--- config.mk ---
export PLATFORM = sky130hd
export DESIGN_NAME = regfile_mp
export DESIGN_NICKNAME = d
export VERILOG_FILES = /design/src/rtl/regfile_mp.sv
export SDC_FILE = /design/constraint.sdc
export NUM_CORES = 2
export LEC_CHECK = 0
export CAP_MARGIN = 40
export CELL_PAD_IN_SITES_DETAIL_PLACEMENT = 0
export CELL_PAD_IN_SITES_GLOBAL_PLACEMENT = 2
export CORE_ASPECT_RATIO = 0.8
export CORE_MARGIN = 1
export CORE_UTILIZATION = 35
export DETAILED_ROUTE_END_ITERATION = 10
export PLACE_DENSITY = 0.75
export SYNTH_ARGS = -nofsm -noshare
export SYNTH_HDL_FRONTEND = slang
export SYNTH_SLANG_ARGS = --single-unit
export TNS_END_PERCENT = 1
--- constraint.sdc ---
create_clock -name clk -period 2.4 [get_ports clk]
set_clock_uncertainty 0.1 [all_clocks]
set_input_delay 0.6 -clock clk [delete_from_list [all_inputs] [get_ports clk]]
set_output_delay 0.6 -clock clk [all_outputs]
set_load 0.02 [all_outputs]
--- src/rtl/regfile_mp.sv ---
// Multi-port register file with registered reads, sub-word write merge,
// write-to-read bypass and a per-register busy scoreboard.
module regfile_mp #(
  parameter int DATA_W   = 32,
  parameter int ADDR_W   = 5,
  parameter int NUM_RD   = 2,
  parameter int ZERO_REG = 1
) (
  input  logic                     clk,
  input  logic                     rst_n,
  input  logic [NUM_RD-1:0]        rd_en,
  input  logic [NUM_RD*ADDR_W-1:0] rd_addr,
  output logic [NUM_RD*DATA_W-1:0] rd_data,
  output logic [NUM_RD-1:0]        rd_busy,
  input  logic                     wr_en,
  input  logic [ADDR_W-1:0]        wr_addr,
  input  logic [DATA_W-1:0]        wr_data,
  input  logic [1:0]               wr_mode,
  input  logic                     rsv_en,
  input  logic [ADDR_W-1:0]        rsv_addr,
  output logic [(1<<ADDR_W)-1:0]   busy_vec
);

  localparam int DEPTH = 1 << ADDR_W;

  logic [DATA_W-1:0] mem [DEPTH];
  logic [DATA_W-1:0] wr_mask;
  logic [DATA_W-1:0] merged;
  logic              wr_ok;
  logic [DEPTH-1:0]  busy_nxt;

  always_comb begin
    case (wr_mode)
      2'b01:   wr_mask = DATA_W'(16'h00FF);
      2'b10:   wr_mask = DATA_W'(16'hFFFF);
      default: wr_mask = '1;
    endcase
    merged = (mem[wr_addr] & ~wr_mask) | (wr_data & wr_mask);
    wr_ok  = wr_en && !((ZERO_REG != 0) && (wr_addr == '0));
  end

  // Clear before set so a same-address reserve wins over the releasing write.
  always_comb begin
    busy_nxt = busy_vec;
    if (wr_en)  busy_nxt[wr_addr]  = 1'b0;
    if (rsv_en) busy_nxt[rsv_addr] = 1'b1;
    if (ZERO_REG != 0) busy_nxt[0] = 1'b0;
  end

  always_ff @(posedge clk or negedge rst_n) begin
    if (!rst_n) begin
      for (int r = 0; r < DEPTH; r++) mem[r] <= '0;
      busy_vec <= '0;
    end else begin
      if (wr_ok) mem[wr_addr] <= merged;
      busy_vec <= busy_nxt;
    end
  end

  always_ff @(posedge clk or negedge rst_n) begin
    if (!rst_n) begin
      rd_data <= '0;
      rd_busy <= '0;
    end else begin
      for (int i = 0; i < NUM_RD; i++) begin
        if (rd_en[i]) begin
          if (wr_ok && (wr_addr == rd_addr[i*ADDR_W +: ADDR_W]))
            rd_data[i*DATA_W +: DATA_W] <= merged;
          else if ((ZERO_REG != 0) && (rd_addr[i*ADDR_W +: ADDR_W] == '0))
            rd_data[i*DATA_W +: DATA_W] <= '0;
          else
            rd_data[i*DATA_W +: DATA_W] <= mem[rd_addr[i*ADDR_W +: ADDR_W]];
          rd_busy[i] <= busy_nxt[rd_addr[i*ADDR_W +: ADDR_W]];
        end
      end
    end
  end

endmodule

==> impl_metrics.py <==
metrics = {
    "place": {
        "place_congestion": 0.928,
        "portBuffers": 156,
        "postPlaceCellArea_um2": 75200,
        "dp_hpwl_um": 166000,
    },
    "timing": {
        "fin_crit_ns": 2.42,
        "rsz0062_at_grt": "yes",
        "fin_crit_sh": 1.01,
        "finalMaxSlewViolations": 0,
        "fin_ws_ns": -0.0207,
        "whs_ns": 0.203,
        "slew_headroom": 0.425,
        "fmaxAchievable_mhz": 413,
        "hold_viol_final": 0,
        "worstMarginPinSlew_ns": 0.863,
        "final-setup-viol-count": 5,
    },
    "clocking": {
        "h-tree-depth": 4,
        "clk_pin_slew_ns": 0.06,
        "root_buffer": "clkbuf_16",
        "numCtsBuffers": 134,
        "clock_path_buffers": 3,
        "cts.sinks": 1121,
        "cts_tree": "built",
        "clkLatencyLatePin_ns": 0.79,
    },
    "power_and_ir_drop": {
        "powerDensity_nw_per_um2": 806,
        "p_comb_frac": 0.266,
        "switching_share": 0.302,
        "intPower_mw": 45.2,
        "total_power_mw": 64.8,
        "power_switching_mw": 19.6,
        "vdd_drop_max_uv": 707,
        "p_leak_nw": 34.8,
        "p_seq_frac": 0.399,
        "p_clk_frac": 0.335,
    },
    "setup_path": {
        "cp_slowest_stage_delay_ns": 0.49,
        "cp_slowest_cell": "mux4_2",
        "rr_startpoint": "mem[798]",
        "worst_path_most_repeated_cell": "buf_12",
        "cp_top_family": "buffers and inverters",
        "crit_path_end_kind": "flip-flop",
        "critPathRequiredTime_ns": 2.92,
        "rrSetupSlack_ns": 0.03,
        "cp.arrival_ns": 2.94,
        "r2r_end": "mem[926]",
        "worst-path-buf-inv": 7,
        "path_class": "in -> reg",
        "path_max_fanout": 10,
        "path_cells": "buf_16 > buf_12 > buf_16 > buf_12 > buf_12 > mux4_2 > mux2i_1 > o31ai_1 > a211oi_2 > buf_4 > o21bai_4 > clkbuf_16 > o21ai_0",
        "critPathLaunchType": "input pin",
        "reg2reg_depth": 7,
    },
    "detailed_routing": {
        "ant_nets": 0,
        "routed_wl_um": 243000,
        "via_per_inst": 5.93,
        "route.detailed.drc": 0,
        "wl_per_cell_um": 30.1,
        "drtPass1Iterations": 5,
        "drtIter0Drc": 4748,
        "vias": 47900,
    },
    "synth": {
        "synth_area_um2": 63300,
        "yosysTopAreaCellShare": 0.443,
        "synth_top_flop_cell": "dfrtp_1",
        "synth-async-reset-ratio": 1.00,
        "yosysSeqAreaShare": 0.443,
        "postSynthAreaPerCell_um2": 12.8,
        "yosys_register_bits": 1121,
        "synth_warnings": 0,
        "synth_nets": 5004,
        "synth-edff-count": 0,
        "syn_inst": 4943,
        "ys_types": 74,
        "synth_area_leader_cell": "dfrtp_1",
        "ys_top_cells_by_area": "dfrtp_1 44%, mux4_2 30%, nand2_1 5.3%",
    },
    "final_layout": {
        "final_area_um2": 80400,
        "utilization": 0.448,
        "layout-drive-gt1-share": 0.416,
        "area_delta_synth_final_pct": 26.9,
        "finalNetCount": 5628,
    },
    "floorplan": {
        "rows": 139,
        "ios": 158,
        "start_util": 0.353,
        "dieWidth_um": 478,
        "die_y_um": 382,
        "core_um2": 179000,
        "dieArea_um2": 183000,
    },
    "global_route": {
        "grtUsageMet3": 0.0468,
        "antenna_found_initial": 4,
        "grt_pass1_vias": 48400,
        "grt_util_met2": 0.418,
        "top_usage_layer": "met2",
        "grt_pass1_wl_um": 355000,
        "grtUsageMet1": 0.369,
        "groute.usage.overall": 0.268,
        "grt_max_degree": 98,
        "overflow": 0,
    },
    "job": {
        "drv_cap": 0,
    },
    "outcome": {
        "violations": "negative setup slack",
        "status": "complete, but fails checks",
    },
    "worst_hold_path": {
        "hp-class": "in -> async",
    },
}
-- metal layers --
layer	wire, µm	vias to the layer above
met1	102000	25300
met5	27	-
met3	17000	485
met2	113000	1983
met4	11600	4
li1	-	20100
-- synthesized netlist by cell type, drive strengths merged, types with 20 or more instances --
master,count
a21oi,69
nand2,893
mux4,857
buf,216
dfrtp,1121
o221ai,33
mux2,252
clkbuf,359
mux2i,75
inv,20
nor2,47
a22oi,22
o21ai,785
-- per-stage QoR --
stage	setup TNS, ns	worst slack, ns	std cells
2_1_floorplan	-176.80	-0.262	4943
3_3_place_gp	-674.15	-0.941	7796
3_5_place_dp	-685.03	-0.917	7800
4_1_cts	-0.0420	-0.0420	8043
5_1_grt	-0.995	-0.0439	8070
6_report	-0.0403	-0.0207	8071
-- worst max path at each step --
stage	from	endpoint	cells after the start
6_report	wr_addr[0]	mem[298]	13
5_1_grt	mem[958]	mem[414]	7
4_1_cts	wr_en	rd_busy[1]	10
3_5_place_dp	wr_en	rd_busy[1]	10
3_3_place_gp	wr_en	rd_busy[1]	10
2_1_floorplan	rd_addr[6]	rd_data[47]	7
-- kinds of logic after synthesis --
group           synth area share
buf+inv                   0.0406
fa+ha+maj               0.000198
flops                      0.443
other cells            0.0000592
simple gates              0.0642
compound gates            0.0890
xor+xnor                 0.00138
mux                        0.362
-- worst register-to-register path, stage by stage, from the launching register on --
cell and delay, ns:
dfrtp_1 0.38, mux4_2 0.52, mux2i_4 0.20, mux4_2 0.28, o211ai_1 0.22, o21ai_2 0.19, buf_12 0.23, o21ai_0 0.12
-- area by class of cell --
class | count | area, µm²
Clock inverter | 63 | 872
Timing Repair Buffer | 1063 | 11400
Clock buffer | 179 | 3750
Fill cell | 16300 | 99100
Sequential cell | 1121 | 28100
Inverter | 25 | 103
Multi-Input combinational cell | 3222 | 33200
Antenna cell | 1 | 2.50
Tap cell | 2397 | 3000
-- sequential cells by signal, indices dropped and copies added (netlist names) --
| name | count |
|---|---|
| rd_data | 64 |
| rd_busy | 2 |
| mem | 1024 |
| busy_vec | 31 |
-- power by group through the flow --
stage	sequential, mW	clock [mW]	combinational, mW
after global placement	25.8	0	16.9
after CTS	25.8	22.1	17.0
after floorplan	25.4	0	10.2
after detailed placement	26.1	0	17.2
after global routing	26.4	22.8	18.4
final	25.9	21.7	17.2
-- placed cells by master (no fill, tap or decap), types with 30 or more instances in the layout --
master / n
a21oi_1: 57
buf_12: 224
buf_4: 670
clkbuf_16: 141
clkdlybuf4s50_1: 44
dfrtp_1: 1112
dlygate4sd2_1: 90
mux2_2: 252
mux2i_1: 71
mux4_2: 857
nand2_1: 862
nor2_1: 46
o21ai_0: 372
o21ai_1: 399
o221ai_1: 30
-- timing repair --
item                       4_1_cts  5_1_grt
setup buffers                    0       22
gates cloned                     0        5
pin swaps                        3       12
hold endpoints to repair       153        0
hold buffers                     1        0
setup endpoints to repair      180      409
resized for setup              137       74
Power figures use the tool's default switching activity.
